## config.mk

```make
export PLATFORM = sky130hd
export DESIGN_NAME = spike_event_scheduler
export DESIGN_NICKNAME = d
export VERILOG_FILES = /design/src/rtl/spike_pkg.sv /design/src/rtl/spike_event_fifo.sv /design/src/rtl/spike_event_scheduler.sv
export SDC_FILE = /design/constraint.sdc
export NUM_CORES = 1
export LEC_CHECK = 0
export CORE_AREA = 3 3 160 162
export DETAILED_ROUTE_END_ITERATION = 16
export DIE_AREA = 0 0 163 165
export HOLD_SLACK_MARGIN = 0.08
export PLACE_DENSITY = 0.93
export SLEW_MARGIN = 20
export SYNTH_ARGS = -nofsm -noshare
export SYNTH_HDL_FRONTEND = slang
export SYNTH_SLANG_ARGS = --single-unit
```

## constraint.sdc

```tcl
create_clock -name clk -period 14.4 [get_ports clk]
set_clock_uncertainty 0.15 [all_clocks]
set_input_delay 2.88 -clock clk [delete_from_list [all_inputs] [get_ports clk]]
set_output_delay 2.88 -clock clk [all_outputs]
set_load 0.005 [all_outputs]
```

## src/rtl/spike_pkg.sv

```systemverilog
// Shared types and constants for the spike event scheduler.
package spike_pkg;
    localparam int SAMPLE_W        = 16;
    localparam int DEFAULT_LOCKOUT = 20;

    typedef logic signed [SAMPLE_W-1:0] sample_t;

    // Samples at or below this level are amplifier saturation, not neural activity.
    localparam sample_t SATURATION_NEG = -16'sd30000;
    localparam sample_t THR_DISABLED   = 16'sh8000;

    typedef enum logic {
        IDLE = 1'b0,
        SCAN = 1'b1
    } scan_state_t;
endpackage

```

## src/rtl/spike_event_fifo.sv

```systemverilog
// Single-clock event queue; a push on a full queue succeeds only alongside a pop.
module spike_event_fifo #(
    parameter int DEPTH = 4,
    parameter int W     = 3
) (
    input  logic         clk,
    input  logic         rst,
    input  logic         push,
    input  logic [W-1:0] push_data,
    input  logic         pop,
    output logic [W-1:0] pop_data,
    output logic         full,
    output logic         empty
);
    localparam int PTR_W = (DEPTH > 1) ? $clog2(DEPTH) : 1;
    localparam int CNT_W = $clog2(DEPTH + 1);

    logic [W-1:0]     mem [DEPTH];
    logic [PTR_W-1:0] wr_ptr;
    logic [PTR_W-1:0] rd_ptr;
    logic [CNT_W-1:0] count;
    logic             do_push;
    logic             do_pop;

    function automatic logic [PTR_W-1:0] ptr_next(input logic [PTR_W-1:0] p);
        return (p == PTR_W'(DEPTH - 1)) ? '0 : p + 1'b1;
    endfunction

    assign full     = (count == CNT_W'(DEPTH));
    assign empty    = (count == '0);
    assign do_pop   = pop && !empty;
    assign do_push  = push && (!full || do_pop);
    assign pop_data = empty ? '0 : mem[rd_ptr];

    always_ff @(posedge clk) begin
        if (do_push) begin
            mem[wr_ptr] <= push_data;
        end
    end

    always_ff @(posedge clk) begin
        if (rst) begin
            wr_ptr <= '0;
            rd_ptr <= '0;
            count  <= '0;
        end else begin
            if (do_push) wr_ptr <= ptr_next(wr_ptr);
            if (do_pop)  rd_ptr <= ptr_next(rd_ptr);
            count <= count + CNT_W'(do_push) - CNT_W'(do_pop);
        end
    end
endmodule

```

## src/rtl/spike_event_scheduler.sv

```systemverilog
// Time-multiplexed threshold spike detector: scans one channel per cycle,
// applies a per-channel refractory lockout and queues detected events.
module spike_event_scheduler
    import spike_pkg::*;
#(
    parameter int NCH        = 8,
    parameter int LOCKOUT    = DEFAULT_LOCKOUT,
    parameter int FIFO_DEPTH = 4,
    localparam int CH_W      = $clog2(NCH)
) (
    input  logic                      clk,
    input  logic                      rst,
    input  logic                      frame_valid,
    output logic                      frame_ready,
    input  logic [NCH*SAMPLE_W-1:0]   frame_data,
    input  logic                      cfg_we,
    input  logic [CH_W-1:0]           cfg_ch,
    input  logic signed [SAMPLE_W-1:0] cfg_thr,
    output logic                      ev_valid,
    input  logic                      ev_ready,
    output logic [CH_W-1:0]           ev_ch,
    output logic                      ev_overflow,
    output logic                      busy
);
    localparam int TMR_W = $clog2(LOCKOUT + 1);

    scan_state_t      state;
    logic [CH_W-1:0]  scan_idx;
    sample_t          frame_p0 [NCH];
    sample_t          thr      [NCH];
    logic [TMR_W-1:0] timer    [NCH];

    sample_t cur_sample;
    logic    timer_active;
    logic    detect;
    logic    ev_pop;
    logic    fifo_full;
    logic    fifo_empty;

    function automatic logic is_spike(input sample_t s, input sample_t t);
        return (s < t) && (s > SATURATION_NEG);
    endfunction

    assign cur_sample   = frame_p0[scan_idx];
    assign timer_active = (timer[scan_idx] != '0);
    assign detect       = (state == SCAN) && !timer_active && is_spike(cur_sample, thr[scan_idx]);
    assign ev_valid     = !fifo_empty;
    assign ev_pop       = ev_valid && ev_ready;

    always_ff @(posedge clk) begin
        if (rst) begin
            state       <= IDLE;
            frame_ready <= 1'b1;
            busy        <= 1'b0;
            scan_idx    <= '0;
        end else begin
            case (state)
                IDLE: begin
                    if (frame_valid) begin
                        state       <= SCAN;
                        frame_ready <= 1'b0;
                        busy        <= 1'b1;
                        scan_idx    <= '0;
                    end
                end
                SCAN: begin
                    if (scan_idx == CH_W'(NCH - 1)) begin
                        state       <= IDLE;
                        frame_ready <= 1'b1;
                        busy        <= 1'b0;
                        scan_idx    <= '0;
                    end else begin
                        scan_idx <= scan_idx + 1'b1;
                    end
                end
                default: begin
                    state       <= IDLE;
                    frame_ready <= 1'b1;
                    busy        <= 1'b0;
                    scan_idx    <= '0;
                end
            endcase
        end
    end

    // Frame capture stage: samples held for the whole scan.
    always_ff @(posedge clk) begin
        if (state == IDLE && frame_valid) begin
            for (int i = 0; i < NCH; i++) begin
                frame_p0[i] <= frame_data[i*SAMPLE_W +: SAMPLE_W];
            end
        end
    end

    // Evaluation stage: thresholds and refractory timers.
    always_ff @(posedge clk) begin
        if (rst) begin
            for (int i = 0; i < NCH; i++) begin
                thr[i]   <= THR_DISABLED;
                timer[i] <= '0;
            end
        end else begin
            if (cfg_we) thr[cfg_ch] <= cfg_thr;
            if (state == SCAN) begin
                if (timer_active) begin
                    timer[scan_idx] <= timer[scan_idx] - 1'b1;
                end else if (detect) begin
                    timer[scan_idx] <= TMR_W'(LOCKOUT);
                end
            end
        end
    end

    always_ff @(posedge clk) begin
        if (rst) begin
            ev_overflow <= 1'b0;
        end else if (detect && fifo_full && !ev_pop) begin
            ev_overflow <= 1'b1;
        end
    end

    spike_event_fifo #(
        .DEPTH (FIFO_DEPTH),
        .W     (CH_W)
    ) u_fifo (
        .clk       (clk),
        .rst       (rst),
        .push      (detect),
        .push_data (scan_idx),
        .pop       (ev_pop),
        .pop_data  (ev_ch),
        .full      (fifo_full),
        .empty     (fifo_empty)
    );
endmodule

```

==> impl_metrics.tcl, run 1 <==
set metrics [dict create \
    gr-usage-all-layers_pct 25.23 \
    synth-main-ff-cell "edfxtp_1" \
    ys_seq_area_share_pct 66.75 \
    drtPass1Iterations 6 \
    drive_above_1_share_pct 14.19 \
    num_antenna_cells 0 \
    min-delay-start "busy$_SDFFE_PP0P_" \
    hp-class "reg2reg" \
    netlist_area_um2 14430 \
    worst-path-max-fanout 48 \
    fp.dieH_um 165 \
    viasPerCell 6.093 \
    worst_pin_slew_ns 1.143 \
    via_count 8457 \
    post-cts-setup-buffers 0 \
    synthTopCellsByCount "edfxtp_1 (308), and2_1 (127), mux4_2 (60)" \
    ant_nets 0 \
    timing_hold_violations_final 0 \
    syn_to_final_growth_pct 20.34 \
    htreeDepth 2 \
    grt_pass1_wl_um 50940 \
    portBuffers 158 \
    synth_fp_nets 1059 \
    synth_top_area_share_pct 64.12 \
    p_leak_nw 5.920 \
    crit_arrival_ns 5.57 \
    numCtsBuffers 34 \
    tritoncts "yes" \
    whs_ns 0.3417 \
    antenna_found_initial 0 \
    synthArstFlopShare_pct 0 \
    core_area_um2 24250 \
    power-per-cell-area_nw_per_um2 128.6 \
    critPathRequiredTime_ns 14.37 \
    finalCritPeriodShare_pct 38.89 \
    grt_pass1_vias 8691 \
    setup_tns_ns 0 \
    grt_max_degree 87 \
    relSlewSlack_pct 23.02 \
    synth_cells 881 \
    final_net_count 1218 \
    synth_edf_count 308 \
    placementRows 57 \
    synth_top_cell_by_area "edfxtp_1" \
    critPathLaunchType "register" \
    clk_path_buf_depth 3 \
    final_area_um2 17360 \
    synth_area_leaders "edfxtp_1 (64%), mux4_2 (9.4%), and2_1 (5.5%)" \
    drc_errors 0 \
    end_kind "register" \
    rsz0062_at_grt "false" \
    cts_resized 0 \
    status "finished clean" \
    yosys_warnings 0 \
    synth.most_common_cell "edfxtp_1" \
    clk_pin_slew_ns 0.05 \
    fill_cells 1440 \
    max_freq_ghz 0.1786 \
    wl_per_cell_um 24.05 \
    initial_core_util_pct 59.49 \
    synth_seq_cells 327 \
    syn_area_per_cell_um2 16.37 \
    hold_buffers 0 \
    drtIter0Drc 1003 \
    peakVddDrop_uv 111.7 \
    min_period_ns 5.600 \
    placed_area_um2 16290 \
    finalMaxSlewViolations 0 \
    cts_sinks 327 \
    clock_latency_ns 0.52 \
    routed_wl_um 33380 \
    io_pins 159 \
    path_class "reg2reg" \
    setup_viol 0 \
    floorplan.die_area_um2 26900 \
    grt-ovfl-total 0 \
    die_x_um 163 \
    gp_congestion 0.8465 \
    drv_cap 0 \
    synth_cell_types 51 \
    root_buffer "clkbuf_16" \
    hpwl_um 21780 \
]
[power by group]
group	internal [mW]	total [mW]	leakage [nW]	switching (mW)
combinational	0.127	0.252	2.26	0.125
clock	0.490	0.848	0.521	0.358
sequential	1.11	1.13	3.14	0.0277
[per-stage QoR]
stage / power, mW / utilization [%] / worst slack (ns) / instances
final: 2.233 / 71.59 / 8.800 / 1388
after global routing: 2.305 / 71.59 / 8.525 / 1388
after CTS: 2.240 / 71.53 / 8.912 / 1388
after detailed placement: 1.399 / 67.16 / 8.490 / 1328
after global placement: 1.383 / 67.14 / 8.495 / 1328
after floorplan: 1.288 / - / 5.095 / 881
[metal layers]
| metal | GRT usage [%] | routed length, um |
|---|---|---|
| met2 | 46.08 | 18030 |
| met5 | 0 | 0 |
| met3 | 4.640 | 2759 |
| met1 | 30.66 | 11540 |
| met4 | 7.728 | 1044 |
[final timing paths]
kind	to	slack (ns)	cells past startpoint
setup / recovery	timer[5][1]$_SDFFCE_PN0P_	8.80	12
hold reg to reg	busy$_SDFFE_PP0P_	0.34	2
setup reg to reg	timer[5][1]$_SDFFCE_PN0P_	8.80	12
hold / removal	busy$_SDFFE_PP0P_	0.34	2
[critical path: stages, from the launching register on]
cell,delay (ns)
dfxtp_4,0.46
buf_4,0.73
inv_1,0.63
nand2_1,0.20
nand2_1,0.22
ha_1,0.39
a21oi_1,0.19
o21ai_0,0.13
nand2b_1,0.11
a31oi_1,0.12
nor4_4,0.46
nand3_1,0.37
o21ai_0,1.01
[logic make-up (layout without fill, tap and decap cells)]
kind of cell,count (synthesis),after routing,synth area share (%)
DFF,327,327,66.75
AOI/OAI and AO/OA,47,47,2.143
and+or+nand+nor,300,300,11.73
xor gates and xnor gates,4,4,0.2429
buffers and inverters,61,244,1.952
muxes,116,116,14.88
adders and majority gates,26,26,2.307
[cell type report]
cell class / instances / area, um^2 / area share (%)
multi-input cells: 493 / 4547 / 26.19
clock inverters: 15 / 136.4 / 0.7856
flip-flops and latches: 327 / 9638 / 55.52
well taps: 324 / 405.4 / 2.335
clock buffers: 45 / 923.4 / 5.319
repair buffers: 166 / 1642 / 9.457
inverters: 18 / 67.56 / 0.3892
[state kept, by name, summed over array words and instances (netlist names), named ones only]
name / flops
frame_p0: 128
u_fifo.rd_ptr: 2
u_fifo.mem: 12
busy: 1
u_fifo.count: 3
timer: 40
scan_idx: 3
frame_ready: 1
ev_overflow: 1
state: 1
thr: 128
u_fifo.wr_ptr: 2
[cells in the final DEF, fill, tap and decap left out, types with 3 or more instances in the layout]
cell             instances
or3_1                    5
or2_2                    9
clkbuf_1                 9
nor4_4                   3
and2_1                 127
mux4_1                  13
clkinv_1                 6
inv_1                   18
buf_4                    8
nor3b_1                  3
clkdlybuf4s50_1        158
nor2b_1                  5
a41oi_1                  3
nand2b_1                17
ha_1                    25
nand4_1                  4
nand2_1                 41
nor2_1                  40
clkinv_2                 5
clkbuf_16               35
o21ai_0                  9
nor3_1                  24
edfxtp_1               308
mux2_2                  10
a21oi_1                 14
a31oi_1                 10
dfxtp_1                 16
mux2i_1                 31
mux4_2                  60
nand3_1                  8
(Power assumes the default switching activity.)
==> run 2: changes to the inputs <==
--- a/config.mk
+++ b/config.mk
@@ -5,11 +5,11 @@
 export SDC_FILE = /design/constraint.sdc
 export NUM_CORES = 1
 export LEC_CHECK = 0
-export CORE_AREA = 3 3 160 162
+export CORE_AREA = 3 3 164 166
 export DETAILED_ROUTE_END_ITERATION = 16
-export DIE_AREA = 0 0 163 165
+export DIE_AREA = 0 0 167 169
 export HOLD_SLACK_MARGIN = 0.08
-export PLACE_DENSITY = 0.93
+export PLACE_DENSITY = 0.89
 export SLEW_MARGIN = 20
 export SYNTH_ARGS = -nofsm -noshare
 export SYNTH_HDL_FRONTEND = slang
==> constraint.sdc (replaced) <==
create_clock -name clk -period 5.4 [get_ports clk]
set_clock_uncertainty 0.15 [all_clocks]
set_input_delay 1.08 -clock clk [delete_from_list [all_inputs] [get_ports clk]]
set_output_delay 1.08 -clock clk [all_outputs]
set_load 0.005 [all_outputs]
==> run 2 against run 1 <==
Net effect: utilization decreased by 3.5 points; worst setup slack lost 8.2 ns; routed wire length up 4.0%; sequential cell count unchanged; hold slack worse by 0.0012 ns; highest routed layer unchanged.
==> impl_metrics.tcl, run 2 (synthesis results as in run 1) <==
set metrics [dict create \
    status "finished clean" \
    grt.met1_usage_pct 31.56 \
    num_antenna_cells 0 \
    placementRows 59 \
    critPathRequiredTime_ns 5.38 \
    top_usage_layer "met2" \
    routed_wl_um 34730 \
    finalCritPeriodShare_pct 89.36 \
    p_leak_nw 6.017 \
    grt-ovfl-total 0 \
    fill_cells 1610 \
    numCtsBuffers 35 \
    cp.depth 11 \
    drtPass1Iterations 5 \
    timing_hold_violations_final 0 \
    clk_pin_slew_ns 0.06 \
    max_freq_ghz 0.2072 \
    cts_sinks 327 \
    setup_tns_ns 0 \
    gp_congestion 0.8427 \
    mostFrequentLayoutCell "edfxtp_1" \
    hp-class "reg2reg" \
    portBuffers 158 \
    worstReg2RegEnd "timer[4][0]$_SDFFCE_PN0P_" \
    hold_buffers 0 \
    relSlewSlack_pct 29.31 \
    via_count 8599 \
    drc_errors 0 \
    top_regs "frame_p0: 128 flops, thr: 128 flops, timer: 40 flops" \
    wl_per_cell_um 24.56 \
    max_stage_delay_ns 0.86 \
    cp_common_cell "nand2_1" \
    finalMaxSlewViolations 0 \
    rsz0062_at_grt "false" \
    syn_to_final_growth_pct 21.67 \
    cp-endpoint "timer[4][0]$_SDFFCE_PN0P_" \
    reg2reg_slack_ns 0.57 \
    grt_pass1_wl_um 53450 \
    drtIter0Drc 883 \
    core_area_um2 25760 \
    die_x_um 167 \
    drv_cap 0 \
    clock_latency_ns 0.52 \
    layout_common_cells "edfxtp_1 (308), clkdlybuf4s50_1 (158), and2_1 (127), mux4_2 (60), nand2_1 (41)" \
    worstPathCellList "buf_4, mux4_2, nand2_1, nand2_1, ha_1, a21o_1, a21oi_1, o41ai_1, nor4_4, nand3_1, o21ai_0" \
    setup_viol 0 \
    fp.dieH_um 169 \
    fin_cells 1414 \
    critPathSlowestCell "dfxtp_4" \
    gr-usage-all-layers_pct 24.81 \
    clk_path_buf_depth 3 \
    floorplan.die_area_um2 28220 \
    grt_max_degree 132 \
    grt_util_met3_pct 4.507 \
    ff2ff_path_depth 11 \
    ant_nets 0 \
    initial_core_util_pct 55.99 \
    worst_pin_slew_ns 1.055 \
    peakVddDrop_uv 266.4 \
    fin_util_pct 68.12 \
    dp.cells 1351 \
    min_period_ns 4.825 \
    critPathLaunchType "register" \
    io_pins 159 \
    tritoncts "yes" \
    worst-path-max-fanout 40 \
    htreeDepth 2 \
    grt_pass1_vias 8994 \
    final_net_count 1231 \
    antenna_found_initial 0 \
    drive_above_1_share_pct 15.11 \
    worst-path-buf-inv 1 \
    viasPerCell 6.081 \
    root_buffer "clkbuf_16" \
    hpwl_um 22160 \
    grt_use_met2_pct 43.70 \
    path_delay_family "compound AO/OA/AOI/OAI gates" \
    power-per-cell-area_nw_per_um2 346.8 \
    hold_depth 2 \
    end_kind "register" \
    cts_resized 0 \
    crit_arrival_ns 4.80 \
    path_class "reg2reg" \
    post-cts-setup-buffers 0 \
]
## run 2: area by class of cell
type / instances / area, um^2 / area share [%]
inverter: 18 / 67.56 / 0.3850
multi-input combinational: 493 / 4528 / 25.80
tap: 335 / 419.2 / 2.388
clock buffer: 44 / 952.2 / 5.425
clock inverter: 19 / 188.9 / 1.076
sequential: 327 / 9638 / 54.92
timing repair buffer: 178 / 1757 / 10.01
## run 2: report_power, final
part / total, mW / switching (mW) / internal, mW
Clock: 2.39 / 0.950 / 1.44
Sequential: 3.03 / 0.0840 / 2.95
Combinational: 0.666 / 0.325 / 0.341
Total: 6.09 / 1.36 / 4.73
## run 2: metrics by stage
step	instance area, um^2	hold WS (ns)	worst slack, ns	power, mW
2_1_floorplan	14430	0.3041	0.3393	3.429
3_3_place_gp	16410	0.3269	0.7992	3.702
3_5_place_dp	16410	0.3308	0.6376	3.740
4_1_cts	17550	0.3424	0.6045	6.115
5_1_grt	17550	0.3626	0.1631	6.299
6_report	17550	0.3406	0.5748	6.086
## run 2: worst min path at each step
stage / start / to / slack [ns]
2_1_floorplan: u_fifo.rd_ptr[1]$_SDFFE_PP0P_ / register / 0.30
3_3_place_gp: u_fifo.rd_ptr[1]$_SDFFE_PP0P_ / u_fifo.rd_ptr[1]$_SDFFE_PP0P_ / 0.33
3_5_place_dp: u_fifo.rd_ptr[1]$_SDFFE_PP0P_ / u_fifo.rd_ptr[1]$_SDFFE_PP0P_ / 0.33
4_1_cts: u_fifo.rd_ptr[1]$_SDFFE_PP0P_ / register / 0.34
5_1_grt: u_fifo.rd_ptr[1]$_SDFFE_PP0P_ / register / 0.36
6_report: u_fifo.rd_ptr[1]$_SDFFE_PP0P_ / register / 0.34
## run 2: metal layers
metal	up-vias	part of all wire, %	wire [um]
li1	3730	-	-
met1	4280	37	12710
met2	489	52	18150
met3	100	7.5	2604
met4	0	3.6	1262
met5	-	0	0
## run 2: worst min-delay path, stage by stage, from the launching register on
cell,delay [ns]
dfxtp_1,0.31
nand2_1,0.05
a21oi_1,0.07
